**config.mk**
```make
export PLATFORM = sky130hd
export DESIGN_NAME = add_serial_sched
export DESIGN_NICKNAME = d
export VERILOG_FILES = /design/src/rtl/add_serial_pkg.sv /design/src/rtl/rr_arbiter.sv /design/src/rtl/add_serial_sched.sv
export SDC_FILE = /design/constraint.sdc
export NUM_CORES = 1
export LEC_CHECK = 0
export BUFFER_PORTS_ARGS = -buffer_cell sky130_fd_sc_hd__buf_2
export CAP_MARGIN = 20
export CORE_MARGIN = 2
export CORE_UTILIZATION = 50
export DETAILED_ROUTE_END_ITERATION = 10
export GPL_TIMING_DRIVEN = 1
export PLACE_DENSITY = 0.84
export SLEW_MARGIN = 20
export SYNTH_ARGS = -nofsm -noshare
export SYNTH_HDL_FRONTEND = slang
export SYNTH_SLANG_ARGS = --single-unit
```
**constraint.sdc**
```tcl
create_clock -name clk -period 8.54 [get_ports clk]
set_input_delay 0.854 -clock clk [delete_from_list [all_inputs] [get_ports clk]]
set_output_delay 0.854 -clock clk [all_outputs]
set_load 0.01 [all_outputs]
```
**src/rtl/add_serial_pkg.sv**
```systemverilog
// Shared types and defaults for the serial-adder scheduler: state encoding and
// the adder width and cycle count it is built around.
package add_serial_pkg;

  localparam int W_DEF          = 8;
  localparam int ADD_CYCLES_DEF = 8;

  typedef enum logic [2:0] {
    S_IDLE,
    S_LOAD,
    S_RUN,
    S_CAPT,
    S_RESP
  } sched_state_t;

  // The counter must hold 0..n-1; n=1 still needs one bit.
  function automatic int cnt_width(input int n);
    return (n > 1) ? $clog2(n) : 1;
  endfunction

endpackage

```
**src/rtl/rr_arbiter.sv**
```systemverilog
// Combinational round-robin arbiter: scans req starting at ptr, wrapping modulo
// NREQ. It returns a one-hot grant and the matching index, or nothing when en is low.
module rr_arbiter #(
  parameter int NREQ = 4,
  parameter int IDW  = $clog2(NREQ)
) (
  input  logic [NREQ-1:0] req,
  input  logic [IDW-1:0]  ptr,
  input  logic            en,
  output logic [NREQ-1:0] gnt,
  output logic [IDW-1:0]  gnt_id
);

  logic found;
  int   idx;

  always_comb begin
    gnt    = '0;
    gnt_id = '0;
    found  = 1'b0;
    idx    = 0;
    for (int k = 0; k < NREQ; k++) begin
      idx = int'(ptr) + k;
      if (idx >= NREQ) idx = idx - NREQ;
      if (en && !found && req[idx]) begin
        found    = 1'b1;
        gnt[idx] = 1'b1;
        gnt_id   = IDW'(idx);
      end
    end
  end

endmodule

```
**src/rtl/add_serial_sched.sv**
```systemverilog
// Round-robin scheduler that shares one serial adder among NREQ requesters.
// Optional self-check: define ADD_SERIAL_SCHED_CHECK_EN to add the shadow sum and the chk_err port.
module add_serial_sched
  import add_serial_pkg::*;
#(
  parameter int NREQ       = 4,
  parameter int W          = W_DEF,
  parameter int ADD_CYCLES = ADD_CYCLES_DEF,
  parameter int IDW        = $clog2(NREQ)
) (
  input  logic              clk,
  input  logic              rst,
  input  logic [NREQ-1:0]   req_valid,
  input  logic [NREQ*W-1:0] req_a,
  input  logic [NREQ*W-1:0] req_b,
  output logic [NREQ-1:0]   req_ready,
  output logic              rsp_valid,
  input  logic              rsp_ready,
  output logic [IDW-1:0]    rsp_id,
  output logic [W-1:0]      rsp_sum,
  output logic              add_en,
  output logic [W-1:0]      add_a,
  output logic [W-1:0]      add_b,
  output logic              add_clr,
  input  logic [W-1:0]      add_out,
`ifdef ADD_SERIAL_SCHED_CHECK_EN
  output logic              chk_err,
`endif
  output logic              busy
);

  localparam int                CNT_W    = cnt_width(ADD_CYCLES);
  localparam logic [CNT_W-1:0]  CNT_LAST = CNT_W'(ADD_CYCLES - 1);
  localparam logic [IDW-1:0]    ID_LAST  = IDW'(NREQ - 1);

  sched_state_t     state_q, state_d;
  logic [IDW-1:0]   rr_ptr_q, rr_ptr_d;
  logic [CNT_W-1:0] cnt_q, cnt_d;
  logic [W-1:0]     add_a_q, add_a_d, add_b_q, add_b_d;
  logic [W-1:0]     rsp_sum_q, rsp_sum_d;
  logic [IDW-1:0]   rsp_id_q, rsp_id_d;
  logic [NREQ-1:0]  gnt;
  logic [IDW-1:0]   gnt_id;
  logic             arb_en;

  assign arb_en = (state_q == S_IDLE);

  rr_arbiter #(.NREQ(NREQ), .IDW(IDW)) u_arb (
    .req    (req_valid),
    .ptr    (rr_ptr_q),
    .en     (arb_en),
    .gnt    (gnt),
    .gnt_id (gnt_id)
  );

  always_comb begin
    state_d   = state_q;
    rr_ptr_d  = rr_ptr_q;
    cnt_d     = cnt_q;
    add_a_d   = add_a_q;
    add_b_d   = add_b_q;
    rsp_sum_d = rsp_sum_q;
    rsp_id_d  = rsp_id_q;
    case (state_q)
      S_IDLE: if (|gnt) begin
        add_a_d  = req_a[int'(gnt_id)*W +: W];
        add_b_d  = req_b[int'(gnt_id)*W +: W];
        rsp_id_d = gnt_id;
        rr_ptr_d = (gnt_id == ID_LAST) ? '0 : gnt_id + IDW'(1);
        state_d  = S_LOAD;
      end
      S_LOAD: begin
        cnt_d   = '0;
        state_d = S_RUN;
      end
      S_RUN: begin
        cnt_d = cnt_q + CNT_W'(1);
        if (cnt_q == CNT_LAST) state_d = S_CAPT;
      end
      S_CAPT: begin
        rsp_sum_d = add_out;
        state_d   = S_RESP;
      end
      S_RESP: if (rsp_ready) state_d = S_IDLE;
      default: state_d = S_IDLE;
    endcase
  end

  always_ff @(posedge clk) begin
    if (rst) begin
      state_q   <= S_IDLE;
      rr_ptr_q  <= '0;
      cnt_q     <= '0;
      add_a_q   <= '0;
      add_b_q   <= '0;
      rsp_sum_q <= '0;
      rsp_id_q  <= '0;
    end else begin
      state_q   <= state_d;
      rr_ptr_q  <= rr_ptr_d;
      cnt_q     <= cnt_d;
      add_a_q   <= add_a_d;
      add_b_q   <= add_b_d;
      rsp_sum_q <= rsp_sum_d;
      rsp_id_q  <= rsp_id_d;
    end
  end

  // Clearing in S_CAPT parks the adder in IDLE while the response waits.
  assign req_ready = gnt;
  assign rsp_valid = (state_q == S_RESP);
  assign rsp_id    = rsp_id_q;
  assign rsp_sum   = rsp_sum_q;
  assign add_en    = (state_q == S_LOAD);
  assign add_a     = add_a_q;
  assign add_b     = add_b_q;
  assign add_clr   = rst | (state_q == S_CAPT);
  assign busy      = (state_q != S_IDLE);

`ifdef ADD_SERIAL_SCHED_CHECK_EN
  logic [W-1:0] shadow_q;
  logic         chk_err_q;

  function automatic logic [W-1:0] sum_mod(input logic [W-1:0] a, input logic [W-1:0] b);
    return a + b;
  endfunction

  always_ff @(posedge clk) begin
    if (rst) begin
      shadow_q  <= '0;
      chk_err_q <= 1'b0;
    end else begin
      if (state_q == S_LOAD) shadow_q <= sum_mod(add_a_q, add_b_q);
      if (state_q == S_CAPT && add_out != shadow_q) chk_err_q <= 1'b1;
    end
  end

  assign chk_err = chk_err_q;
`endif

endmodule
```
==> impl_metrics.json <==
{
  "slew-limit-headroom": 0.385,
  "dpl.cell_count": 353,
  "wl_per_cell_um": 14.4,
  "finalCritPeriodShare": 0.489,
  "postCtsSetupBuffers": 0,
  "place_hpwl_um": 3950,
  "hold_viol_final": 0,
  "pwr-share-comb": 0.624,
  "synth_cell_types": 34,
  "place.port_buffers": 112,
  "maxCapViolCount": 0,
  "p_per_area_nw_per_um2": 323,
  "clk_latency_ns": 0.29,
  "rrSetupSlack_ns": 4.54,
  "clock_power_share": 0.123,
  "drt_iter0_markers": 117,
  "tightest_slew_ns": 0.923,
  "rows": 24,
  "fmax_ghz": 0.239,
  "p_seq_frac": 0.252,
  "num_vias": 1997,
  "io_pins": 113,
  "rr_startpoint": "rr_ptr_q[0]",
  "grt_pass1_vias": 1927,
  "grt_pass1_wl_um": 8390,
  "critical_path_class": "reg2out",
  "finalWeightedCongestion": 0.836,
  "h-tree-depth": 2,
  "worst_setup_path_start_kind": "flop",
  "instances_no_fill": 361,
  "clock_sinks": 34,
  "via_per_inst": 5.53,
  "ff2ff_path_depth": 9,
  "dieArea_sq_um": 5150,
  "routed_wirelength_um": 5210,
  "switching_share": 0.409,
  "setup_violations": 0,
  "syn-num-nets": 293,
  "cts.reportedPaths.clkPinSlew_ns": 0.07,
  "grt_setup_unrepaired": "no",
  "cp-end-kind": "primary output",
  "reg2reg_to": "add_b[4]",
  "yosysSeqAreaShare": 0.296,
  "p_leak_nw": 1.46,
  "syn_to_final_growth_pct": 25.5,
  "die_x_um": 71.8,
  "async_flop_share": 0,
  "p_int_mw": 0.551,
  "synthFlopType": "dfxtp_1",
  "grt_start_max_net_pins": 36,
  "crit_path_end": "req_ready[2]",
  "grt_usage": 0.207,
  "synth_edf_count": 0,
  "slew_viol_final": 0,
  "cts-root-buf": "clkbuf_8",
  "final.setup.tns_ns": 0,
  "ys_ff_latch": 34,
  "crit_fanout": 16,
  "yosysWarnings": 0,
  "layout-drive-gt1-share": 0.463,
  "fin_ws_ns": 4.36,
  "cts_max_path_buffers": 2,
  "totalPowerFinal_mw": 0.933,
  "clock_skew_ns": 0.00710,
  "layout.nets": 397,
  "cts_tree": "yes",
  "dr.pass1.iters": 4,
  "outcome": "finished clean",
  "required_ns": 7.69,
  "diodes": 0,
  "synthesis.area_sq_um": 2300,
  "cp.arrival_ns": 3.32,
  "drc": 0,
  "pre_cts_ws_ns": 4.49,
  "syn_inst": 204,
  "grt_antenna_before_repair": 0,
  "p_switching_mw": 0.382,
  "avgSynthCellArea_sq_um": 11.3,
  "hold_buffers": 0,
  "post_cts_resized": 0,
  "hold_path_class": "reg2reg",
  "grt_overflow": 0,
  "fin_crit_ns": 4.18,
  "fp.dieH_um": 71.8,
  "ant_nets": 0,
  "cts_buffers": 5,
  "core_area_sq_um": 4380,
  "ir_drop_v": 0.000189,
  "start_util": 0.524,
  "critPathLaunch": "rr_ptr_q[0]"
}
-- power by group through the flow --
stage / Clock, mW / Sequential (mW) / Combinational, mW
floorplan: 0 / 0.237 / 0.514
global placement: 0 / 0.236 / 0.569
detailed placement: 0 / 0.238 / 0.590
CTS: 0.118 / 0.236 / 0.591
global route: 0.128 / 0.242 / 0.636
finish: 0.115 / 0.235 / 0.582
-- metal layers --
| layer | global-route usage | vias up | share of wire |
|---|---|---|---|
| met5 | 0 | - | 0 |
| met3 | 0.0520 | 12 | 0.058 |
| met2 | 0.370 | 78 | 0.54 |
| met4 | 0.0755 | 0 | 0.021 |
| li1 | - | 972 | - |
| met1 | 0.238 | 935 | 0.38 |
-- synthesized netlist by cell type (4+ instances only) --
cell type | instances | share of area
mux2i_1 | 29 | 0.13
clkbuf_1 | 4 | 0.0065
a21oi_1 | 11 | 0.024
nand2_1 | 7 | 0.011
nand3b_1 | 5 | 0.016
mux4_1 | 9 | 0.10
a221o_2 | 4 | 0.020
ha_1 | 10 | 0.054
dfxtp_1 | 34 | 0.30
buf_6 | 7 | 0.034
mux4_2 | 11 | 0.11
nor2_1 | 35 | 0.057
-- cell families after synthesis --
group / count (synthesis) / share of synthesized area
AOI/OAI and AO/OA: 25 / 0.0882
xor gates and xnor gates: 2 / 0.00763
adders and majority gates: 10 / 0.0545
buffers and inverters: 19 / 0.0626
DFF: 34 / 0.296
muxes: 51 / 0.347
and+or+nand+nor: 63 / 0.144
-- layout by cell type, fill, tap and decap left out, types with 4 or more instances in the layout --
| cell | synthesis | final |
|---|---|---|
| buf_2 | 3 | 112 |
| nor2_1 | 35 | 35 |
| dfxtp_1 | 34 | 34 |
| mux2i_1 | 29 | 29 |
| mux4_2 | 11 | 11 |
| a21oi_1 | 11 | 11 |
| ha_1 | 10 | 10 |
| mux4_1 | 9 | 9 |
| nand2_1 | 7 | 7 |
| nand3b_1 | 5 | 5 |
| clkbuf_8 | 0 | 5 |
| a221o_2 | 4 | 4 |
-- through the flow --
stage / area (sq um) / utilization / hold slack, ns
after global routing: 2880 / 0.658 / 0.482
after CTS: 2880 / 0.658 / 0.457
final: 2880 / 0.658 / 0.450
after global placement: 2800 / 0.638 / 0.437
after floorplan: 2300 / - / 0.476
after detailed placement: 2800 / 0.638 / 0.449
-- area by class of cell --
class	instances	area, sq um
fillers	353	1500
multi-input cells	151	1470
flip-flops and latches	34	681
repair buffers	113	568
clock buffers	6	72.6
well taps	52	65.1
clock inverters	2	13.8
inverters	3	11.3
-- worst max-delay path, cell delays in order, from the launching register on --
cell	delay, ns
dfxtp_1	0.74
inv_1	0.23
ha_1	0.53
mux4_2	0.65
nor4_4	0.46
a221o_2	0.27
buf_2	0.14
-- registers in the layout (all words and copies together) (netlist names) --
name      count
add_b         8
cnt_q         3
state_q       3
rsp_sum       8
rsp_id        2
rr_ptr_q      2
add_a         8
-- how the worst min path moves through the flow --
stage          startpoint         to  slack (ns)  depth (start not counted)
6_report        rsp_id[1]  rsp_id[1]        0.45                          2
5_1_grt         rsp_id[1]  rsp_id[1]        0.48                          2
4_1_cts         rsp_id[1]  rsp_id[1]        0.46                          2
3_5_place_dp    rsp_id[1]  rsp_id[1]        0.45                          2
3_3_place_gp    rsp_id[1]  rsp_id[1]        0.44                          2
2_1_floorplan   rsp_id[1]  rsp_id[1]        0.48                          2
(Power assumes the default switching activity.)
